<file path="src/rtl/prbs_sat_counter.sv">
// -----------------------------------------------------------------------------
// prbs_sat_counter
//   Registered up-counter that saturates at all-ones.
//   A clear that coincides with an increment loads 1, so the event that
//   happens during the clear cycle is still counted.
// Ports
//   clk  in  1      clock
//   rst  in  1      asynchronous active-high reset (q -> 0)
//   inc  in  1      count one event
//   clr  in  1      synchronous clear
//   q    out WIDTH  count value
// -----------------------------------------------------------------------------
module prbs_sat_counter #(
  parameter int WIDTH = 32
) (
  input  logic             clk,
  input  logic             rst,
  input  logic             inc,
  input  logic             clr,
  output logic [WIDTH-1:0] q
);

  localparam logic [WIDTH-1:0] ONE = WIDTH'(1'b1);

  // Saturating count register with clear-plus-increment loading 1
  always_ff @(posedge clk or posedge rst) begin
    if (rst) begin
      q <= '0;
    end else if (clr) begin
      q <= inc ? ONE : '0;
    end else if (inc && (q != '1)) begin
      q <= q + ONE;
    end
  end

endmodule

</file>
<file path="config.mk">
export PLATFORM = sky130hd
export DESIGN_NAME = prbs_sat_counter
export DESIGN_NICKNAME = d
export VERILOG_FILES = /design/src/rtl/prbs_sat_counter.sv
export SDC_FILE = /design/constraint.sdc
export NUM_CORES = 1
export LEC_CHECK = 0
export ABC_CLOCK_PERIOD_IN_PS = 7040
export BUFFER_PORTS_ARGS = -buffer_cell sky130_fd_sc_hd__buf_4
export CAP_MARGIN = 20
export CELL_PAD_IN_SITES_DETAIL_PLACEMENT = 1
export CELL_PAD_IN_SITES_GLOBAL_PLACEMENT = 1
export CORE_MARGIN = 2
export CORE_UTILIZATION = 30
export CTS_BUF_LIST = sky130_fd_sc_hd__clkbuf_16
export DETAILED_ROUTE_END_ITERATION = 10
export PLACE_DENSITY = 0.67
export SYNTH_ARGS = -nofsm -noshare
export SYNTH_HDL_FRONTEND = slang
export SYNTH_SLANG_ARGS = --single-unit
</file>
<file path="constraint.sdc">
create_clock -name clk -period 7.04 [get_ports clk]
set_clock_uncertainty 0.1 [all_clocks]
set_input_delay 1.408 -clock clk [delete_from_list [all_inputs] [get_ports clk]]
set_output_delay 1.408 -clock clk [all_outputs]
set_load 0.01 [all_outputs]
</file>
=== Yosys cells after proc, flatten, opt, wreduce, memory -nomap -nowiden ===
Cells that the tools add are included.

* Add/sub/neg operators: 1
* Equal/unequal tests: 1
* Multiplexer cells: 3
* Reduce and logical (&&, ||, !) cells: 2

{| class="wikitable"
|+ Operators with widths
! cell !! count
|-
| 32-bit two-way mux || 2
|-
| 32-bit by 1-bit adder with 32-bit output (second input constant) || 1
|-
| 32-bit != test (second input constant) || 1
|-
| 2-bit nonzero test || 1
|-
| 1-bit logical AND || 1
|-
| 1-bit two-way mux || 1
|}

* Flip-flop bits (word level): 32
* Input port bits: 4
* Output and inout port bits: 32

=== Depth between registers and ports, before layout ===
Gate-level depths: netlist (run 1).

* Depth after elaboration: 4
* Depth in mapped cells: 9

=== Worst setup path before layout (run 1) ===
Ideal clock, no wire load.

* Kind: input to register
* Start point: input inc
* End point: register q[30]
* Library setup time: 78 ps
* Arrival time: 3,061 ps
* Required time: 6,862 ps
* Path slack: 3,802 ps
* Stages: 7
* Buffers on the path: 2
* Cell sequence: clkbuf_1 nand3_1 or4_1 a211o_1 buf_2 or3_1 a21oi_1

* Word-level cells in the longest chain between the ends: 2

{| class="wikitable"
|+ Ends and longest elaborated chain
! item !! line !! text
|-
| start: declaration || 18 || <nowiki>input logic inc,</nowiki>
|-
| 1-bit logical AND || 31 || <nowiki>end else if (inc && (q != '1)) begin</nowiki>
|-
| 2-bit nonzero test (no source line) || -- ||
|-
| end signal: assignment || 30 || <nowiki>q <= inc ? ONE : '0;</nowiki>
|-
| end signal: assignment || 32 || <nowiki>q <= q + ONE;</nowiki>
|-
| end: declaration || 20 || <nowiki>output logic [WIDTH-1:0] q</nowiki>
|}

No other way between the ends.
A chain may end at the register's enable or synchronous reset.

=== Worst setup path after layout (run 1) ===
* Start point: input inc
* End point: register q[26]

The elaborated chain is that of the path after synthesis.

==> impl_metrics.json, run 1 <==
{
  "dieWidth_um": 81.6,
  "rsz0062_at_grt": "false",
  "period_share": 0.423,
  "synth_edf_count": 0,
  "cts_tree": "yes",
  "cp_common_cell": "or4_1",
  "grt_pass1_wl_um": 8690,
  "antenna_found_initial": 0,
  "syn_to_final_growth_pct": 25.1,
  "dieHeight_um": 81.6,
  "post_cts_buffers": 0,
  "clock_path_buffers": 2,
  "reg_top3": "q (32)",
  "met3_usage": 0.0231,
  "grt_usage": 0.169,
  "synth_area_leaders": "dfrtp_1, a21oi_1, or3_1, or4_1, o21ai_0",
  "initial_core_util": 0.307,
  "critPathCaptureType": "register",
  "final_cell_mix": "buf_4, dfrtp_1, a21oi_1, o21ai_0, or3_1",
  "grt_overflow": 0,
  "postLayoutCoreUtil": 0.384,
  "synth_top_area_frac": 0.443,
  "gp_congestion": 0.761,
  "syn_avg_cell_area_um2": 8.91,
  "holdBufCountCts": 0,
  "vias_per_cell": 5.72,
  "nets": 239,
  "placed_area_um2": 2120,
  "vias": 1772,
  "async_flop_share": 1.00,
  "root_buffer": "clkbuf_16",
  "routed_wl_um": 5250,
  "dieArea_um2": 6660,
  "numCtsBuffers": 5,
  "fillers": 704,
  "critPathArrivalTime_ns": 3.09,
  "final_layout_size_suffix_gt1_frac": 0.209,
  "final_cell_area_um2": 2260,
  "htreeDepth": 2,
  "cp_slowest_cell": "or4_1",
  "dpl.hpwl_um": 3530,
  "cp_max_fo": 11,
  "power_density_nw_per_um2": 181,
  "drt_iter0_drc": 68,
  "synth.distinct_cells": 35,
  "p_total_w": 0.000410,
  "ant_nets": 0,
  "first_global_vias": 1736,
  "setup_viol": 0,
  "required_ns": 7.15,
  "largest_reg_flops": 32,
  "netlist_area_um2": 1810,
  "synth_seq_cells": 32,
  "clk_transition_reported_paths_ns": 0.05,
  "path_class": "in2reg",
  "worst_pin_slew_ns": 0.778,
  "grt_max_degree": 37,
  "netlist_instances": 203,
  "slew_headroom": 0.477,
  "worst_slack_ns": 4.06,
  "io_buffers": 35,
  "regMostFlops": "q",
  "ir_drop_v": 0.0000848,
  "post_drt_wl_per_cell_um": 16.9,
  "min_path_type": "reg2reg",
  "ys_seq_area_frac": 0.443,
  "core_um2": 5890,
  "yosysWarnings": 0,
  "max_freq_ghz": 0.336,
  "use_met2": 0.284,
  "hold_viol_final": 0,
  "drt_pre_antenna_iters": 4,
  "tns_ns": 0,
  "slew_violations": 0,
  "clock_sinks": 32,
  "post-place-ws_ns": 3.78,
  "pin_count": 36,
  "synth_nets": 208,
  "grt_busiest_layer": "met2",
  "grt_use_met1": 0.221,
  "final_common_cell": "buf_4",
  "critPathLaunchType": "primary input",
  "status": "complete, no violations",
  "rows": 28,
  "cp_cell_sequence": "buf_4 -> nand3_1 -> or4_1 -> a211o_1 -> or4_1 -> nand2_1",
  "leakage_nw": 0.893,
  "synthFlopType": "dfrtp_1",
  "clk_latency_ns": 0.27,
  "synth_top_area_cell": "dfrtp_1",
  "post-route-min-period_ns": 2.98,
  "post-route-drc-count": 0,
  "cap_viol_max_count": 0,
  "slowest_delay_ns": 0.51,
  "diodes": 0,
  "ctsResizeCount": 0
}
[layout make-up]
cell class | instances | area [µm²] | area share
timing repair buffer | 37 | 278 | 0.123
multi-input combinational | 152 | 930 | 0.411
sequential | 32 | 801 | 0.354
clock inverter | 3 | 11.3 | 0.00498
tap | 75 | 93.8 | 0.0415
clock buffer | 5 | 125 | 0.0553
inverter | 6 | 22.5 | 0.00996
[cells by family (layout without fill, tap and decap cells)]
family                   Yosys count  in the layout  share of synthesized area
buffers and inverters             19             51                     0.0429
AO/OA/AOI/OAI                     59             59                      0.193
flip-flops                        32             32                      0.443
AND/OR/NAND/NOR                   89             89                      0.298
adder cells (fa/ha/maj)            1              1                    0.00692
multiplexers                       1              1                    0.00623
XOR/XNOR                           2              2                    0.00969
[where the power goes]
part           total [W]  switching, W  internal [W]  leakage, nW
Combinational  0.0000182     0.0000123    0.00000588        0.375
Sequential      0.000188    0.00000216      0.000186        0.444
Clock           0.000204     0.0000769      0.000127       0.0738
[metal layers]
metal | wire length (µm) | vias to the layer above
met4 | 69 | 0
met5 | 0 | -
met3 | 146 | 5
li1 | - | 839
met2 | 2600 | 25
met1 | 2440 | 903
[metrics by stage]
step	hold WS [ns]	std cells
after floorplan	0.491	203
after global placement	0.478	302
after detailed placement	0.482	302
after CTS	0.489	310
after global routing	0.525	310
final	0.486	310
[critical path, delay by kind of cell]
family	cells	cell delay [ns]
and+or+nand+nor	4	1.12
buffers and inverters	1	0.14
AOI/OAI and AO/OA	1	0.42
[cells in the mapped netlist, types with 2 or more instances]
library cell	instances
a211o_1	2
a21oi_1	25
and4_1	4
buf_2	2
clkbuf_1	10
dfrtp_1	32
inv_1	6
nand2_1	11
nand2b_1	2
nand3_1	12
nand4_1	11
nor2_1	8
nor2b_1	2
nor3_1	3
nor4_1	3
o21ai_0	17
o31ai_1	9
or3_1	15
or4_1	12
xor2_1	2
[worst paths after layout]
kind	startpoint	to	slack, ns	cells past startpoint
min reg2reg	q[3]	q[3]	0.49	2
min	q[3]	q[3]	0.49	2
max	inc	q[26]	4.06	6
min in group asynchronous	rst	q[15]	1.12	3
max in group asynchronous	rst	q[7]	5.41	3
max reg2reg	q[0]	q[26]	4.26	6
Note: power is estimated with default switching activity, not from simulation.
==> run 2, diff against run 1 <==
Settings changed: ABC_AREA set to 1, ABC_CLOCK_PERIOD_IN_PS 7040 to 2800, PLACE_DENSITY 0.67 to 0.7.
Clock period 7.04 ns to 2.8 ns, I/O delays scaled along.
==> run 2 against run 1 <==
First-iteration DRC count rose by 140%. Setup slack got worse by 3.3 ns. Power rose to 2.6 times the previous value. Largest cell class unchanged. Largest power group unchanged. Highest routed layer unchanged.
==> impl_metrics.json, run 2 <==
{
  "p_total_w": 0.00107,
  "nets": 401,
  "met3_usage": 0.0259,
  "period_share": 0.738,
  "post_drt_wl_per_cell_um": 14.9,
  "post-route-drc-count": 0,
  "ys_top_cells_by_count": "nand2_1, nor2_1, inv_1, dfrtp_1, nand3_1",
  "ys_seq_area_frac": 0.356,
  "ant_nets": 0,
  "final_cell_mix": "nand2_1, nor2_1, buf_4, inv_1, dfrtp_1",
  "htreeDepth": 2,
  "ir_drop_v": 0.000166,
  "yosysMostFrequentCell": "nand2_1",
  "final_cell_area_um2": 2760,
  "root_buffer": "clkbuf_16",
  "initial_core_util": 0.310,
  "clk_transition_reported_paths_ns": 0.05,
  "use_met2": 0.316,
  "regMostFlops": "q",
  "rr_startpoint": "q[0]",
  "core_um2": 7250,
  "syn_to_final_growth_pct": 22.7,
  "pin_count": 36,
  "synth_area_leaders": "dfrtp_1, nand2_1, nor2_1, inv_1, nand3_1",
  "synth_edf_count": 0,
  "first_global_vias": 2357,
  "grt_max_degree": 33,
  "grt_pass1_wl_um": 12400,
  "power_density_nw_per_um2": 387,
  "synthFlopType": "dfrtp_1",
  "final_common_cell": "nand2_1",
  "synth_top_area_cell": "dfrtp_1",
  "dpl.hpwl_um": 5520,
  "post_cts_buffers": 0,
  "clk_latency_ns": 0.28,
  "antenna_found_initial": 0,
  "clock_path_buffers": 2,
  "gp_congestion": 0.829,
  "grt_busiest_layer": "met2",
  "dieArea_um2": 8210,
  "max_freq_ghz": 0.484,
  "stdcell_count": 496,
  "holdBufCountCts": 0,
  "critPathArrivalTime_ns": 2.18,
  "cts_tree": "yes",
  "setup_viol": 0,
  "rsz0062_at_grt": "false",
  "routed_wl_um": 7380,
  "dieWidth_um": 90.6,
  "synth_nets": 363,
  "diodes": 0,
  "synth_seq_cells": 32,
  "critPathCaptureType": "register",
  "fillers": 989,
  "fin_hold_ws_ns": 0.286,
  "netlist_area_um2": 2250,
  "vias_per_cell": 4.83,
  "synth_top_area_frac": 0.356,
  "cap_viol_max_count": 0,
  "drt_iter0_drc": 162,
  "required_ns": 2.92,
  "r2r-end": "q[28]",
  "async_flop_share": 1.00,
  "drt_pre_antenna_iters": 4,
  "syn_avg_cell_area_um2": 6.28,
  "ctsResizeCount": 0,
  "grt_overflow": 0,
  "grt_use_met1": 0.252,
  "min_path_type": "in2async",
  "ff2ff_path_depth": 11,
  "io_buffers": 35,
  "synth.distinct_cells": 28,
  "rows": 31,
  "grt_usage": 0.190,
  "reg_top3": "q (32)",
  "r2r_slack_ns": 0.73,
  "status": "complete, no violations",
  "place_inst": 488,
  "hold_viol_final": 0,
  "leakage_nw": 1.35,
  "final_layout_size_suffix_gt1_frac": 0.156,
  "slew_headroom": 0.611,
  "yosysWarnings": 0,
  "post-route-min-period_ns": 2.07,
  "numCtsBuffers": 5,
  "vias": 2397,
  "tns_ns": 0,
  "placed_area_um2": 2620,
  "netlist_instances": 358,
  "cp_max_fo": 25,
  "worst_pin_slew_ns": 0.583,
  "critPathLaunchType": "register",
  "largest_reg_flops": 32,
  "clock_sinks": 32,
  "slew_violations": 0,
  "path_class": "reg2reg",
  "dieHeight_um": 90.6
}
-- run 2: per-stage QoR --
stage	setup WS (ns)	util
after floorplan	0.990	-
after global placement	0.794	0.361
after detailed placement	0.723	0.361
after CTS	0.697	0.381
after global routing	0.452	0.381
final	0.734	0.381
-- run 2: kinds of logic (layout without fill, tap and decap cells) --
family                     count (synthesis)  after routing  share of synthesized area
adders and majority gates                  1              1                    0.00556
xor gates and xnor gates                   3              3                     0.0117
and+or+nand+nor                          258            258                      0.490
DFF                                       32             32                      0.356
buffers and inverters                     43             82                     0.0845
AOI/OAI and AO/OA                         21             21                     0.0523
-- run 2: how the worst max path moves through the flow --
stage	depth (start not counted)	startpoint	endpoint	slack, ns
6_report	11	q[0]	q[28]	0.73
5_1_grt	11	q[0]	q[28]	0.45
4_1_cts	11	q[0]	q[28]	0.70
3_5_place_dp	11	q[0]	q[28]	0.72
3_3_place_gp	6	clr	q[27]	0.79
2_1_floorplan	9	q[0]	q[10]	0.99
-- run 2: power by group --
part	leakage (nW)	internal [W]	switching (W)
Clock	0.0710	0.000323	0.000202
Sequential	0.444	0.000467	0.00000528
Combinational	0.833	0.0000212	0.0000498
-- run 2: final cells by class --
| class | count | area (µm²) | area share |
|---|---|---|---|
| inverter | 36 | 140 | 0.0508 |
| timing repair buffer | 38 | 298 | 0.108 |
| clock inverter | 3 | 13.8 | 0.00499 |
| sequential | 32 | 801 | 0.290 |
| tap | 99 | 124 | 0.0449 |
| clock buffer | 5 | 125 | 0.0453 |
| multi-input combinational | 283 | 1260 | 0.456 |
-- run 2: routing by layer --
layer	vias up	routed length, µm
li1	1193	-
met1	1156	3450
met2	37	3610
met3	11	173
met4	0	146
met5	-	0
-- run 2: critical path, cell delays in order (launching register included) --
cell and delay [ns]:
dfrtp_1 0.41, ha_1 0.22, nand2_1 0.09, nor2_2 0.16
nand2_4 0.12, nor2_8 0.16, nand2_2 0.08, nand2_4 0.11
nand2_4 0.14, clkinv_4 0.24, nand2_1 0.09, nand2_1 0.08
==> run 3, diff against run 2 <==
Settings changed: ABC_CLOCK_PERIOD_IN_PS 2800 to 2000.
Clock period 2.8 ns to 2 ns, I/O delays scaled along.
==> run 3 against run 2 <==
Combinational power is 66% higher. Final cell count up 6.0%. Clock-buffer cell count is the same. Die area is the same. Via count rose by 6.4%. Routed wire length up 8.9%. Clock power grew 42%. Global-route usage is 1.3 points higher. Setup slack worse by 0.62 ns. Sequential power is 40% higher. Maximum frequency rose by 9.7%. Critical path type unchanged.
==> impl_metrics.json, run 3 (same netlist as run 2, synthesis figures left out) <==
{
  "numCtsBuffers": 5,
  "routed_wl_um": 8030,
  "grt_overflow": 0,
  "worst_pin_slew_ns": 0.450,
  "cap_viol_max_count": 0,
  "slew_violations": 0,
  "ir_drop_v": 0.000254,
  "final_cell_mix": "nand2_1, buf_4, nor2_1, inv_1, dfrtp_1",
  "largest_reg_flops": 32,
  "slew_headroom": 0.700,
  "slowest_delay_ns": 0.40,
  "syn_to_final_growth_pct": 33.5,
  "power_density_nw_per_um2": 507,
  "first_global_vias": 2570,
  "rows": 31,
  "clk_transition_reported_paths_ns": 0.05,
  "final_cell_area_um2": 3000,
  "cp_max_fo": 12,
  "critPathCaptureType": "register",
  "antenna_found_initial": 0,
  "grt_pass1_wl_um": 13200,
  "pin_count": 36,
  "status": "complete, no violations",
  "cp_cell_sequence": "ha_2 -> nand2_1 -> nor2_4 -> nand2_4 -> nor2_8 -> nand2_2 -> nand2_4 -> nand2_8 -> buf_4 -> nand2_1 -> o21ai_1",
  "hold_viol_final": 0,
  "drt_pre_antenna_iters": 4,
  "crit_family": "simple AND/OR/NAND/NOR gates",
  "dieArea_um2": 8210,
  "leakage_nw": 1.50,
  "period_share": 0.941,
  "vias": 2551,
  "post-route-min-period_ns": 1.88,
  "cts_tree": "yes",
  "rsz0062_at_grt": "true",
  "cp_slowest_cell": "dfrtp_1",
  "dieWidth_um": 90.6,
  "fillers": 990,
  "gp_congestion": 0.893,
  "critPathArrivalTime_ns": 1.95,
  "final_common_cell": "nand2_1",
  "grt_max_degree": 33,
  "setup_viol": 0,
  "nets": 431,
  "htreeDepth": 2,
  "core_um2": 7250,
  "clk_latency_ns": 0.28,
  "path_class": "reg2reg",
  "post-route-drc-count": 0,
  "required_ns": 2.07,
  "fin_hold_ws_ns": 0.111,
  "regMostFlops": "q",
  "io_buffers": 35,
  "drt_iter0_drc": 110,
  "min_path_type": "in2async",
  "regArea_um2": 801,
  "multi_input_comb_area_um2": 1280,
  "clock_path_buffers": 2,
  "grt_usage": 0.202,
  "reg_top3": "q (32)",
  "clock_sinks": 32,
  "worstPathBufferInverterCount": 1,
  "vias_per_cell": 4.85,
  "initial_core_util": 0.310,
  "post_drt_wl_per_cell_um": 15.3,
  "diodes": 0,
  "dpl.hpwl_um": 6010,
  "max_freq_ghz": 0.531,
  "root_buffer": "clkbuf_16",
  "critPathLaunchType": "register",
  "dieHeight_um": 90.6,
  "final_layout_size_suffix_gt1_frac": 0.220,
  "placed_area_um2": 2800,
  "ant_nets": 0
}
==> run 3: path summary, 6_finish.rpt <==
| kind | startpoint | to | slack [ns] | depth (start not counted) |
|---|---|---|---|---|
| worst max-delay path | q[1] | q[7] | 0.12 | 11 |
| worst min-delay path | rst | q[1] | 0.11 | 3 |
| worst max register to register | q[1] | q[7] | 0.12 | 11 |
| worst min register to register | q[1] | q[1] | 0.46 | 2 |
| max in group asynchronous | rst | q[28] | 1.35 | 3 |
| min in group clk | inc | q[0] | 0.36 | 4 |
==> run 3: power by group <==
group          internal, W  leakage, nW  switching (W)
Combinational    0.0000410        0.984      0.0000770
Sequential        0.000654        0.444     0.00000700
Clock             0.000452       0.0710       0.000293
==> run 3: repair_timing <==
| item | CTS | global route |
|---|---|---|
| gates resized for setup | 0 | 7 |
| buffers inserted | 0 | 5 |
| setup endpoints to repair | 0 | 29 |
| hold buffers | 0 | 0 |
==> run 3: per-stage QoR <==
step | setup TNS, ns | power, W | cells | setup WS [ns] | utilization
after CTS | 0 | 0.00153 | 521 | 0.0285 | 0.405
after global placement | 0 | 0.000776 | 513 | 0.139 | 0.386
after detailed placement | 0 | 0.000778 | 513 | 0.0477 | 0.386
after floorplan | 0 | 0.000733 | 358 | 0.190 | -
after global routing | -0.0652 | 0.00157 | 526 | -0.0341 | 0.414
final | 0 | 0.00152 | 526 | 0.117 | 0.414
==> run 3: layer usage <==
layer	wire, µm	vias up	GRT usage
li1	-	1252	-
met1	3900	1259	0.278
met2	3800	32	0.333
met3	209	8	0.0301
met4	119	0	0.0526
met5	0	-	0
==> run 3: worst reg2reg max path, stage by stage, from the launching register on <==
cell	delay [ns]
dfrtp_1	0.40
ha_2	0.21
nand2_1	0.11
nor2_4	0.16
nand2_4	0.11
nor2_8	0.13
nand2_2	0.08
nand2_4	0.10
nand2_8	0.10
buf_4	0.18
nand2_1	0.05
o21ai_1	0.05
==> run 3: layout make-up <==
cell class	instances	area share
tap	99	0.0412
inverter	36	0.0491
clock buffer	5	0.0416
timing repair buffer	68	0.170
clock inverter	3	0.00458
sequential	32	0.267
multi-input combinational	283	0.427
